**config.mk**
```make
export PLATFORM = sky130hd
export DESIGN_NAME = timer_sched
export DESIGN_NICKNAME = d
export VERILOG_FILES = /design/src/rtl/timer_sched_pkg.sv /design/src/rtl/timer_sched_rr_arbiter.sv /design/src/rtl/timer_sched.sv
export SDC_FILE = /design/constraint.sdc
export NUM_CORES = 1
export LEC_CHECK = 0
export CAP_MARGIN = 10
export CORE_ASPECT_RATIO = 1.25
export CORE_MARGIN = 3
export CORE_UTILIZATION = 50
export CTS_CLUSTER_SIZE = 25
export DETAILED_ROUTE_END_ITERATION = 16
export GPL_TIMING_DRIVEN = 0
export PLACE_DENSITY = 0.81
export SLEW_MARGIN = 0
export SYNTH_ARGS = -nofsm -noshare
export SYNTH_HDL_FRONTEND = slang
export SYNTH_SLANG_ARGS = --single-unit
```
**constraint.sdc**
```tcl
create_clock -name clk -period 3.2 [get_ports clk]
set_input_delay 0.48 -clock clk [delete_from_list [all_inputs] [get_ports clk]]
set_output_delay 0.48 -clock clk [all_outputs]
set_load 0.005 [all_outputs]
```
**src/rtl/timer_sched_pkg.sv**
```systemverilog
// Shared state encoding and TIMER default constants
// for the timer burst scheduler.
package timer_sched_pkg;

   typedef enum logic [1:0] {
      IDLE,
      RUN,
      DRAIN,
      GAP
   } state_t;

   localparam int FULL_CYCLE       = 23;
   localparam int COLD_BOOT_CYCLE  = 20;
   localparam int OUTPUT_UP_PERIOD = 16;

endpackage

```
**src/rtl/timer_sched_rr_arbiter.sv**
```systemverilog
// Combinational round-robin pick: first requester at or
// after ptr, wrapping round.
module rr_arbiter #(
   parameter int N  = 2,
   parameter int IW = 1
) (
   input  logic [N-1:0]  req,
   input  logic [IW-1:0] ptr,
   output logic [N-1:0]  onehot,
   output logic [IW-1:0] idx
);

   always_comb begin
      logic found;
      int   j;
      onehot = '0;
      idx    = '0;
      found  = 1'b0;
      j      = 0;
      for (int k = 0; k < N; k++) begin
         j = int'(ptr) + k;
         if (j >= N) j = j - N;
         if (!found && req[j]) begin
            found     = 1'b1;
            onehot[j] = 1'b1;
            idx       = IW'(j);
         end
      end
   end

endmodule

```
**src/rtl/timer_sched.sv**
```systemverilog
// Shares one TIMER among NUM_REQ requesters: round-robin
// bursts of whole periods, watchdog abort, cold-boot gap.
module timer_sched #(
   parameter int NUM_REQ     = 2,
   parameter int PW          = 4,
   parameter int FULL_CYCLE  = timer_sched_pkg::FULL_CYCLE,
   parameter int WDOG_CYCLES = 64,
   parameter int GAP_CYCLES  = 2
) (
   input  logic                  clk,
   input  logic                  rst_n,
   input  logic [NUM_REQ-1:0]    req,
   input  logic [NUM_REQ*PW-1:0] req_periods,
   output logic [NUM_REQ-1:0]    grant,
   output logic [NUM_REQ-1:0]    done,
   output logic [NUM_REQ-1:0]    err,
   output logic                  busy,
   output logic                  timer_en,
   input  logic [4:0]            tmr_valid_count,
   input  logic                  tmr_low_started
);

   import timer_sched_pkg::*;

   localparam int IW = (NUM_REQ > 1) ? $clog2(NUM_REQ) : 1;
   localparam int WW = $clog2(WDOG_CYCLES + 1);
   localparam int GW = $clog2(GAP_CYCLES + 1);

   state_t state, state_n;

   logic [NUM_REQ-1:0] grant_n, done_n, err_n, pick_oh;
   logic               busy_n, en_n;
   logic [IW-1:0]      ptr, ptr_n, owner, owner_n, pick_idx;
   logic [PW-1:0]      remaining, remaining_n, pick_per;
   logic [WW-1:0]      wdog, wdog_n;
   logic [GW-1:0]      gcnt, gcnt_n;

   rr_arbiter #(
      .N  (NUM_REQ),
      .IW (IW)
   ) u_arb (
      .req    (req),
      .ptr    (ptr),
      .onehot (pick_oh),
      .idx    (pick_idx)
   );

   assign pick_per = req_periods[int'(pick_idx)*PW +: PW];

   always_comb begin
      state_n     = state;
      grant_n     = grant;
      done_n      = '0;
      err_n       = '0;
      en_n        = timer_en;
      ptr_n       = ptr;
      owner_n     = owner;
      remaining_n = remaining;
      wdog_n      = wdog;
      gcnt_n      = gcnt;
      unique case (state)
         IDLE: begin
            if (|req) begin
               grant_n     = pick_oh;
               owner_n     = pick_idx;
               ptr_n       = (pick_idx == IW'(NUM_REQ - 1)) ?
                             '0 : pick_idx + 1'b1;
               wdog_n      = '0;
               remaining_n = pick_per;
               if (pick_per == '0) begin
                  done_n  = pick_oh;
                  state_n = GAP;
               end else begin
                  en_n    = 1'b1;
                  state_n = RUN;
               end
            end
         end
         RUN: begin
            // expiry exits RUN, so wdog never passes WDOG_CYCLES
            if (wdog == WW'(WDOG_CYCLES) && !tmr_low_started) begin
               err_n   = grant;
               state_n = GAP;
            end else if (!req[owner]) begin
               state_n = GAP;
            end else if (tmr_low_started) begin
               wdog_n      = '0;
               remaining_n = remaining - 1'b1;
               if (remaining == PW'(1)) state_n = DRAIN;
            end else begin
               wdog_n = wdog + 1'b1;
            end
         end
         DRAIN: begin
            if (tmr_valid_count == 5'(FULL_CYCLE)) begin
               done_n  = grant;
               state_n = GAP;
            end else if (!req[owner]) begin
               state_n = GAP;
            end
         end
         GAP: begin
            if (gcnt == GW'(GAP_CYCLES)) state_n = IDLE;
            else gcnt_n = gcnt + 1'b1;
         end
         default: state_n = IDLE;
      endcase
      // a zero-length grant keeps grant up alongside its done
      if (state != GAP && state_n == GAP) begin
         en_n   = 1'b0;
         gcnt_n = '0;
         if (state != IDLE) grant_n = '0;
      end
      if (state == GAP) begin
         grant_n = '0;
         en_n    = 1'b0;
      end
      busy_n = (state_n != IDLE);
   end

   always_ff @(posedge clk or negedge rst_n) begin
      if (!rst_n) begin
         state     <= IDLE;
         grant     <= '0;
         done      <= '0;
         err       <= '0;
         busy      <= 1'b0;
         timer_en  <= 1'b0;
         ptr       <= '0;
         owner     <= '0;
         remaining <= '0;
         wdog      <= '0;
         gcnt      <= '0;
      end else begin
         state     <= state_n;
         grant     <= grant_n;
         done      <= done_n;
         err       <= err_n;
         busy      <= busy_n;
         timer_en  <= en_n;
         ptr       <= ptr_n;
         owner     <= owner_n;
         remaining <= remaining_n;
         wdog      <= wdog_n;
         gcnt      <= gcnt_n;
      end
   end

endmodule

```
=== After elaboration in Yosys (flattened, before gate mapping) ===
Cells that the tools add are included.
Widths: inputs -> output; s select.

* Register bits after elaboration: 25
* Input port bits: 18
* Output and inout bits: 8
* Logic and storage cells: 122

* Add/sub/neg operators: 7
* Order comparisons: 7
* Eq/ne operators: 15
* Shifts and indexed selects: 1
* Muxes and demuxes: 59
* Bitwise logic cells: 1
* Reductions and logical operators: 21

{| class="wikitable"
|+ Operators by type and width
! operator !! number
|-
| $ge 32x1->1 const B || 2
|-
| $lt 32x3->1 const B || 2
|-
| $mux 32 || 2
|-
| $mux 2 || 24
|-
| $ge 32x3->1 const B || 1
|-
| $sub 32x3->32 const B || 1
|-
| $mux 7 || 4
|-
| $mux 1 || 19
|-
| $mux 4 || 4
|-
| $pmux 7 s2 || 1
|-
| $ne 2x2->1 const B || 5
|-
| $eq 2x2->1 const B || 4
|-
| $pmux 2 s4 || 1
|-
| $pmux 4 s2 || 1
|-
| $reduce_bool 2->1 || 4
|-
| $shiftx 8x4->4 || 1
|-
| $add 7x1->7 const B || 1
|-
| $eq 7x7->1 const B || 1
|-
| $reduce_bool 3->1 || 2
|-
| $eq 5x5->1 const B || 1
|-
| $logic_and 1x1->1 || 5
|-
| $reduce_and 5->1 || 1
|-
| $eq 4x1->1 const B || 1
|-
| $logic_not 4->1 || 1
|-
| 19 further kinds || 22
|}

=== Depth between registers and ports, before layout ===
Gate-level depths: netlist of the first run.

* Word-level depth: 18
* Mapped depth: 7

=== Hierarchy ===
Synthesis of the first run repeated with hierarchy kept, for this count alone.

* Cells, all modules: 150
* Area, all modules: 1,498.9 sq um

{| class="wikitable"
|+ Modules (own cells, without submodules)
! module !! instances !! cells each !! area an instance (sq um)
|-
| timer_sched || 1 || 146 || 1,468.9
|-
| rr_arbiter || 1 || 4 || 30.0
|}

=== Worst setup path after synthesis of the first run ===
No wires, ideal clock.

* Path type: input to register
* From: in req_periods[0]
* To: reg gcnt[1]
* Data arrival time: 1.611 ns
* Data required time: 3.060 ns
* Path slack: 1.449 ns
* Cell stages on the path: 4
* Path buffers: 0
* Cells stage by stage: or4_1 -> nand2b_4 -> a311oi_2 -> o32ai_1

* Longest elaborated chain between the ends: 9
* Elaborated cells on any way between the ends: 11

{| class="wikitable"
|+ RTL lines
! element !! line !! source
|-
| start: declaration || timer_sched.sv:13 || <nowiki>input logic [NUM_REQ*PW-1:0] req_periods,</nowiki>
|-
| $shiftx 8x4->4 (*) || timer_sched.sv:48 || <nowiki>assign pick_per = req_periods[int'(pick_idx)*PW +: PW];</nowiki>
|-
| $logic_not 4->1 (*) || timer_sched.sv:70 || <nowiki>if (pick_per == '0) begin</nowiki>
|-
| $mux 2 (*) || timer_sched.sv:70 ||
|-
| $mux 2 (*) || timer_sched.sv:63 || <nowiki>if (|req) begin</nowiki>
|-
| $pmux 2 s4 (*) || timer_sched.sv:61 || <nowiki>unique case (state)</nowiki>
|-
| $eq 2x2->1 (*) || timer_sched.sv:109 || <nowiki>if (state != GAP && state_n == GAP) begin</nowiki>
|-
| $logic_and 1x1->1 (*) || timer_sched.sv:109 ||
|-
| $ne 2x1->1 (no source line) or $reduce_bool 2->1 (tied branches) || -- ||
|-
| $reduce_and 2->1 (no source line) || -- ||
|-
| end signal: assignment || timer_sched.sv:145 || <nowiki>gcnt <= gcnt_n;</nowiki>
|-
| end: declaration || timer_sched.sv:36 || <nowiki>logic [GW-1:0] gcnt, gcnt_n;</nowiki>
|}

Every way passes the cells marked *; elsewhere a longest branch is shown, timed or not.
A chain may end at the register's enable or synchronous reset.

=== Final worst setup path of the first run ===
* From: in req[0]
* To: reg gcnt[1]

* Longest elaborated chain between the ends: 16
* Elaborated cells on any way between the ends: 29

{| class="wikitable"
|+ RTL lines
! element !! line !! source
|-
| start: declaration || timer_sched.sv:12 || <nowiki>input logic [NUM_REQ-1:0] req,</nowiki>
|-
| $mux 1 (implied by the code) (3 in a row) || timer_sched_rr_arbiter.sv:23 || <nowiki>if (!found && req[j]) begin</nowiki>
|-
| $mux 1 || timer_sched_rr_arbiter.sv:23 ||
|-
| $logic_not 1->1 || timer_sched_rr_arbiter.sv:23 ||
|-
| $logic_and 1x1->1 || timer_sched_rr_arbiter.sv:23 ||
|-
| $mux 1 || timer_sched_rr_arbiter.sv:23 ||
|-
| $shiftx 8x4->4 || timer_sched.sv:48 ||
|-
| $logic_not 4->1 || timer_sched.sv:70 ||
|-
| $mux 2 || timer_sched.sv:70 ||
|-
| $mux 2 || timer_sched.sv:63 ||
|-
| $pmux 2 s4 (*) || timer_sched.sv:61 ||
|-
| $eq 2x2->1 (*) || timer_sched.sv:109 ||
|-
| $logic_and 1x1->1 (*) || timer_sched.sv:109 ||
|-
| $ne 2x1->1 (no source line) or $reduce_bool 2->1 (tied branches) || -- ||
|-
| $reduce_and 2->1 (no source line) || -- ||
|}

Every way passes the cells marked *; elsewhere a longest branch is shown, timed or not. The select of a mux whose other input is x is not followed.

==> reports/results.ini, run 1 <==
[logic_synthesis]
proportion_of_register_bits_with_asynchronous_set_or_reset_after_synthesis_pct = 100
post_synth_num_cell_types = 45
netlist_area_mm2 = 0.00145
netlist_instances = 147
synth-seq-cells = 25
synth.avg_cell_area_um2 = 9.84
postSynth.topFlopCell = sky130_fd_sc_hd__dfrtp_1
synth_enable_flop_cells = 0
synth_fp_nets = 170
yosys_warnings = 0
part_of_the_yosys_area_used_for_sequential_elements_pct = 43.3

[routing]
uppermost_layer_routed = met4
ant_nets = 0
drt-pass1-iter-count = 4
wire_length_per_cell_um = 15.2
detailroute.wirelength.met3_um = 92
dr_total_vias = 1224
drt_drc_violations_left = 0
drt_wl_total_mm = 3.19
detailroute.wirelength.met2_mm = 1.72
post_drt_via_cell_ratio = 5.83
detailedRoute.firstIterationViolations = 27
wirelength_met1_mm = 1.33

[run]
maxCapViolCount = 0

[setup_path]
crit_fanout = 8
timing.critical_path.required_ns = 3.39
element_type_at_the_critical_path_start = primary input
setup.worst_path.end_class = flip-flop
cp.arrival_ns = 2.33
criticalPathCategory = primary input to flip-flop

[finish]
layout_common_cells = sky130_fd_sc_hd__dfrtp_1, sky130_fd_sc_hd__clkdlybuf4s50_1, sky130_fd_sc_hd__nand2_1
insertedDiodeCount = 0
final_layout_size_suffix_gt1_share_pct = 8.52
finalCoreUtilization_pct = 64.6
layout.nets = 200
postLayoutCellArea_mm2 = 0.00177
flow.area_growth_from_synthesis_pct = 22.1

[placement]
weighted_congestion_at_the_end_of_routability_driven_global_placement = 0.796
place_worst_setup_slack_ns = 0.742
placement.cell_area_mm2 = 0.00174
place.port_buffers = 25
place.detailed.hpwl_mm = 2.54

[outcome]
run_status = completed

[die]
io_pins = 26
initial_core_util_pct = 52.9
fp.dieW_um = 54.1
placeableCoreArea_mm2 = 0.00273
die_area_mm2 = 0.00358
fp-row-count = 21
die_h_um = 66.1

[global_routing]
grt_start_max_net_pins = 26
groute.usage.overall_pct = 20.5
initial_antenna_violation_count = 0
grt_pass1_wl_mm = 5.48
via_count_of_the_first_global_routing_pass = 1237
overflow = 0

[clocking]
ctsLongestPathBuffers = 2
worst_skew_late_latency_ns = 0.31
numCtsBuffers = 3
postCtsHoldBufs = 0
post_cts.repair.setup_buffers = 0
tritoncts = done
clk_pin_slew_worst_paths_ns = 0.13
clock_sinks = 25
root_buffer = sky130_fd_sc_hd__clkbuf_4
number_of_gates_resized_after_cts = 0
number_of_h_tree_levels = 1

[timing]
post_route_setup_tns_ns = 0
final_cycle_share_pct = 66.8
rsz_0062_raised_after_global_routing = false
worst_hold_slack_ns = 0.480
final-setup-viol-count = 0
layout_min_cycle_time_ns = 2.14
fin_worst_skew_ns = 0.00160
clock.fmax_mhz = 468
final_hold_viol_count = 0
timing.max_slew.rel_slack_pct = 28.0
maxSlewViolCount = 0
max_slew.worst_pin.slew_ns = 1.08
fin_ws_ns = 1.06

[power]
static-leakage-power_nw = 0.780
power_density_mw_per_mm2 = 616
vdd_drop_max_mv = 0.407

[min_path]
classification_of_the_worst_slack_hold_path = flip-flop to flip-flop

[metrics by stage]
stage	power [mW]	std cells
floorplan	0.811	147
CTS	1.09	210
finish	1.09	210
detailed placement	0.953	206
global route	1.17	210
global placement	0.919	206
[power by group]
| group | internal (mW) | leakage (nW) | total (mW) | switching (mW) |
|---|---|---|---|---|
| clock | 0.0487 | 0.0150 | 0.138 | 0.0895 |
| combinational | 0.221 | 0.446 | 0.494 | 0.273 |
| sequential | 0.391 | 0.320 | 0.456 | 0.0644 |
| total | 0.661 | 0.780 | 1.09 | 0.427 |
[metal layers]
layer | vias up | global-route usage, %
li1 | 595 | -
met2 | 23 | 35.8
met3 | 6 | 2.71
met4 | 0 | 7.17
met5 | - | 0
met1 | 600 | 25.1
[kinds of logic after synthesis]
logic type | synth area share (%)
AO/OA/AOI/OAI | 19.1
XOR/XNOR | 3.63
adder cells (fa/ha/maj) | 4.33
buffers and inverters | 4.67
flip-flops | 43.3
multiplexers | 4.33
AND/OR/NAND/NOR | 20.7
[worst max-delay path: stages]
cell,delay [ns]
sky130_fd_sc_hd__clkdlybuf4s50_1,0.53
sky130_fd_sc_hd__mux2_2,0.31
sky130_fd_sc_hd__a222oi_1,0.38
sky130_fd_sc_hd__a211oi_2,0.12
sky130_fd_sc_hd__a311oi_2,0.34
sky130_fd_sc_hd__o32ai_1,0.16
[sequential cells by signal, summed over array words and instances, names as in the netlist]
signal / flops
wdog: 7
remaining: 4
owner: 1
timer_en: 1
state: 2
grant: 2
busy: 1
err: 2
gcnt: 2
done: 2
ptr: 1
[cell usage after synthesis (all sizes together), types with 2 or more instances]
library cell | n | area [um2]
and3 | 6 | 37.5
o21a | 2 | 15.0
nand4 | 5 | 31.3
nor4 | 2 | 12.5
o31ai | 2 | 15.0
and2b | 2 | 15.0
dfrtp | 25 | 626
a21o | 2 | 15.0
inv | 10 | 37.5
ha | 5 | 62.6
buf | 4 | 26.3
mux2 | 2 | 22.5
nand3 | 2 | 10.0
nand2 | 13 | 48.8
o21ai | 10 | 57.6
xor2 | 6 | 52.6
and2 | 2 | 12.5
mux2i | 4 | 40.0
a21oi | 4 | 20.0
nor2 | 12 | 45.0
nand2b | 3 | 26.3
a211oi | 6 | 62.6
[path summary, 6_finish.rpt]
| path | from | to | slack, ns | cells after the start |
|---|---|---|---|---|
| setup / recovery | req[0] | gcnt[1] | 1.06 | 6 |
| hold / removal | gcnt[0] | gcnt[0] | 0.48 | 1 |
| setup reg to reg | owner | gcnt[1] | 1.31 | 5 |
| hold reg to reg | gcnt[0] | gcnt[0] | 0.48 | 1 |
| max in group asynchronous | rst_n | owner | 1.83 | 1 |
| min in group asynchronous | rst_n | wdog[3] | 0.74 | 1 |
[cell type report]
class	count	area (um2)
repair buffers	25	250
plain buffers	5	30.0
inverters	10	37.5
clock buffers	4	26.3
flip-flops and latches	25	626
multi-input cells	107	753
fillers	219	967
well taps	34	42.5
Note: power is estimated with default switching activity, not from simulation.
==> inputs of run 2 (changes only) <==
- clock period: 3.2 -> 2.1 ns (I/O delays scaled with it)
==> results of run 2 <==
The final DEF is identical to that of run 1. Status: completed.
Main changes from that run: setup slack after placement 0.742 ns -> -0.193 ns; setup slack after layout 1.06 ns -> 0.129 ns; register-to-register setup slack 1.31 ns -> 0.21 ns; total power 1.09 mW -> 1.66 mW; worst IR drop on VDD 0.407 mV -> 0.620 mV
==> inputs of run 3 (changes only) <==
- CELL_PAD_IN_SITES_DETAIL_PLACEMENT: unset -> 0
- CELL_PAD_IN_SITES_GLOBAL_PLACEMENT: unset -> 2
- CORE_UTILIZATION: 50 -> 32
- PLACE_DENSITY: 0.81 -> 0.82
==> run 3 against run 2 <==
  * Global-route usage down 7.1 points
  * Routed wire length up 4.3%
  * Count of clock-buffer cells in the layout down 1
  * Register-to-register slack worse by 0.02 ns
  * Via count down 3.3%
  * Final area up 4.0%
  * Core utilization down 21 points
  * Combinational power down 1%
  * Hold slack worse by 0.079 ns
  * Cell count up 11%
  * Setup slack worse by 0.076 ns
==> reports/results.ini, run 3 (synthesis results as in run 1) <==
[placement]
place.detailed.hpwl_mm = 2.62  ; was 2.54 mm
placedCellCount = 228  ; was 206
placement.cell_area_mm2 = 0.00177  ; was 0.00174 mm2
weighted_congestion_at_the_end_of_routability_driven_global_placement = 0.778  ; was 0.796
place_worst_setup_slack_ns = -0.231  ; was -0.193 ns
place.port_buffers = 25  ; unchanged

[global_routing]
groute.usage.overall_pct = 13.4  ; was 20.5%
grt_pass1_wl_mm = 5.57  ; was 5.48 mm
grt_start_max_net_pins = 26  ; unchanged
overflow = 0  ; unchanged
initial_antenna_violation_count = 0  ; unchanged
via_count_of_the_first_global_routing_pass = 1252  ; was 1237

[power]
static-leakage-power_nw = 0.809  ; was 0.780 nW
post-layout-total-power_mw = 1.73  ; was 1.66 mW
internal_power_mw = 1.07  ; was 1.01 mW
power_frac_clock_pct = 17.1  ; was 12.7%
switching_power_mw = 0.660  ; was 0.651 mW
vdd_drop_max_mv = 0.376  ; was 0.620 mV
sequential_share_of_power_pct = 40.0  ; was 41.9%
switching_share_pct = 38.2  ; was 39.3%
share_of_power_burned_in_combinational_logic_pct = 42.9  ; was 45.4%
power_density_mw_per_mm2 = 941  ; was 939 mW/mm2

[routing]
drt-pass1-iter-count = 4  ; unchanged
wire_length_per_cell_um = 14.3  ; was 15.2 um
drt_drc_violations_left = 0  ; unchanged
detailedRoute.firstIterationViolations = 39  ; was 27
dr_total_vias = 1183  ; was 1224
ant_nets = 0  ; unchanged
drt_wl_total_mm = 3.33  ; was 3.19 mm
post_drt_via_cell_ratio = 5.08  ; was 5.83

[clocking]
clk_pin_slew_worst_paths_ns = 0.10  ; was 0.13 ns
number_of_h_tree_levels = 1  ; unchanged
post_cts.repair.setup_buffers = 0  ; unchanged
worst_skew_late_latency_ns = 0.27  ; was 0.31 ns
tritoncts = done  ; unchanged
numCtsBuffers = 3  ; unchanged
ctsLongestPathBuffers = 2  ; unchanged
clock_sinks = 25  ; unchanged
root_buffer = sky130_fd_sc_hd__clkbuf_8  ; was sky130_fd_sc_hd__clkbuf_4

[finish]
final_common_cell = sky130_fd_sc_hd__dfrtp_1
layout_common_cells = sky130_fd_sc_hd__dfrtp_1, sky130_fd_sc_hd__clkdlybuf4s50_1, sky130_fd_sc_hd__nand2_1  ; unchanged
insertedDiodeCount = 0  ; unchanged
largest_register = wdog  ; unchanged
postLayoutCellArea_mm2 = 0.00184  ; was 0.00177 mm2
reg.largest.list = wdog (7), remaining (4)  ; unchanged
number_of_flip_flops_in_the_largest_register = 7  ; unchanged
finalCoreUtilization_pct = 43.4  ; was 64.6%
flow.area_growth_from_synthesis_pct = 27.0  ; was 22.1%
fin_cells = 233  ; was 210
final_layout_size_suffix_gt1_share_pct = 10.2  ; was 8.52%
layout.nets = 201  ; was 200

[timing]
fin_ws_ns = 0.0523  ; was 0.129 ns
post_route_setup_tns_ns = 0  ; unchanged
worst_hold_slack_ns = 0.401  ; was 0.480 ns
final-setup-viol-count = 0  ; unchanged
fin_worst_skew_ns = 0.00719  ; was 0.00160 ns
final_cycle_share_pct = 97.5  ; was 93.9%
final_hold_viol_count = 0  ; unchanged
clock.fmax_mhz = 488  ; was 507 MHz
rsz_0062_raised_after_global_routing = false  ; unchanged
max_slew.worst_pin.slew_ns = 0.577  ; was 1.08 ns
timing.max_slew.rel_slack_pct = 61.4  ; was 28.0%
layout_min_cycle_time_ns = 2.05  ; was 1.97 ns
maxSlewViolCount = 0  ; unchanged

[run]
maxCapViolCount = 0  ; unchanged

[setup_path]
timing.critical_path.required_ns = 2.24  ; was 2.29 ns
startpoint = req[0]  ; unchanged
crit_path_max_incr_delay_ns = 0.54  ; was 0.53 ns
critical-path-slowest-cell = sky130_fd_sc_hd__clkdlybuf4s50_1  ; unchanged
criticalPathCategory = primary input to flip-flop  ; unchanged
reg2regPathDepth = 5  ; unchanged
crit_fanout = 8  ; unchanged
crit_chain = clkdlybuf4s50_1, mux2_2, a222oi_1, a211oi_2, a311oi_2, o32ai_1  ; unchanged
element_type_at_the_critical_path_start = primary input  ; unchanged
setup.worst_path.end_class = flip-flop  ; unchanged
cp.arrival_ns = 2.19  ; was 2.16 ns
worst_r2r_startpoint = owner  ; unchanged

[die]
initial_core_util_pct = 34.2  ; was 52.9%
fp-row-count = 26  ; was 21
die_h_um = 81.2  ; was 66.1 um
die_area_mm2 = 0.00537  ; was 0.00358 mm2
fp.dieW_um = 66.1  ; was 54.1 um
placeableCoreArea_mm2 = 0.00423  ; was 0.00273 mm2
io_pins = 26  ; unchanged

[min_path]
classification_of_the_worst_slack_hold_path = primary input to asynchronous set/reset pin  ; was flip-flop to flip-flop

[outcome]
run_status = completed  ; unchanged

run 3: what timing repair did:
action / CTS / global route
setup endpoints to repair: 0 / 1
hold buffers: 0 / 0
resized for setup: 0 / 2
run 3: path summary, 6_finish.rpt:
| check | to | slack (ns) |
|---|---|---|
| hold / removal | err[0] | 0.40 |
| setup / recovery | gcnt[1] | 0.05 |
| hold reg to reg | gcnt[0] | 0.47 |
| max in group asynchronous | state[1] | 1.20 |
| setup reg to reg | gcnt[1] | 0.19 |
| min in group clk | gcnt[0] | 0.47 |
run 3: layer usage:
metal  share of wire (%)  GRT usage, %  wire length (um)
met1                  42          15.4              1400
met2                  55          24.5              1850
met3                 2.0          2.07                67
met4                0.45          5.08                15
met5                   0             0                 0
run 3: final cells by class:
type / count / area [um2]
well taps: 56 / 70.1
fillers: 427 / 2390
multi-input cells: 107 / 759
clock buffers: 3 / 41.3
flip-flops and latches: 25 / 626
repair buffers: 26 / 268
plain buffers: 5 / 30.0
inverters: 10 / 37.5
clock inverters: 1 / 5.00
run 3: power groups by stage:
stage,registers [mW],clock network (mW),logic (mW)
3_5_place_dp,0.702,0,0.745
4_1_cts,0.692,0.301,0.751
3_3_place_gp,0.697,0,0.725
2_1_floorplan,0.678,0,0.558
6_report,0.691,0.296,0.742
5_1_grt,0.706,0.324,0.825
run 3: critical path: cells and delay by family:
kind | cells | cell delay, ns
multiplexers | 1 | 0.32
AO/OA/AOI/OAI | 4 | 1.00
buffers and inverters | 1 | 0.54
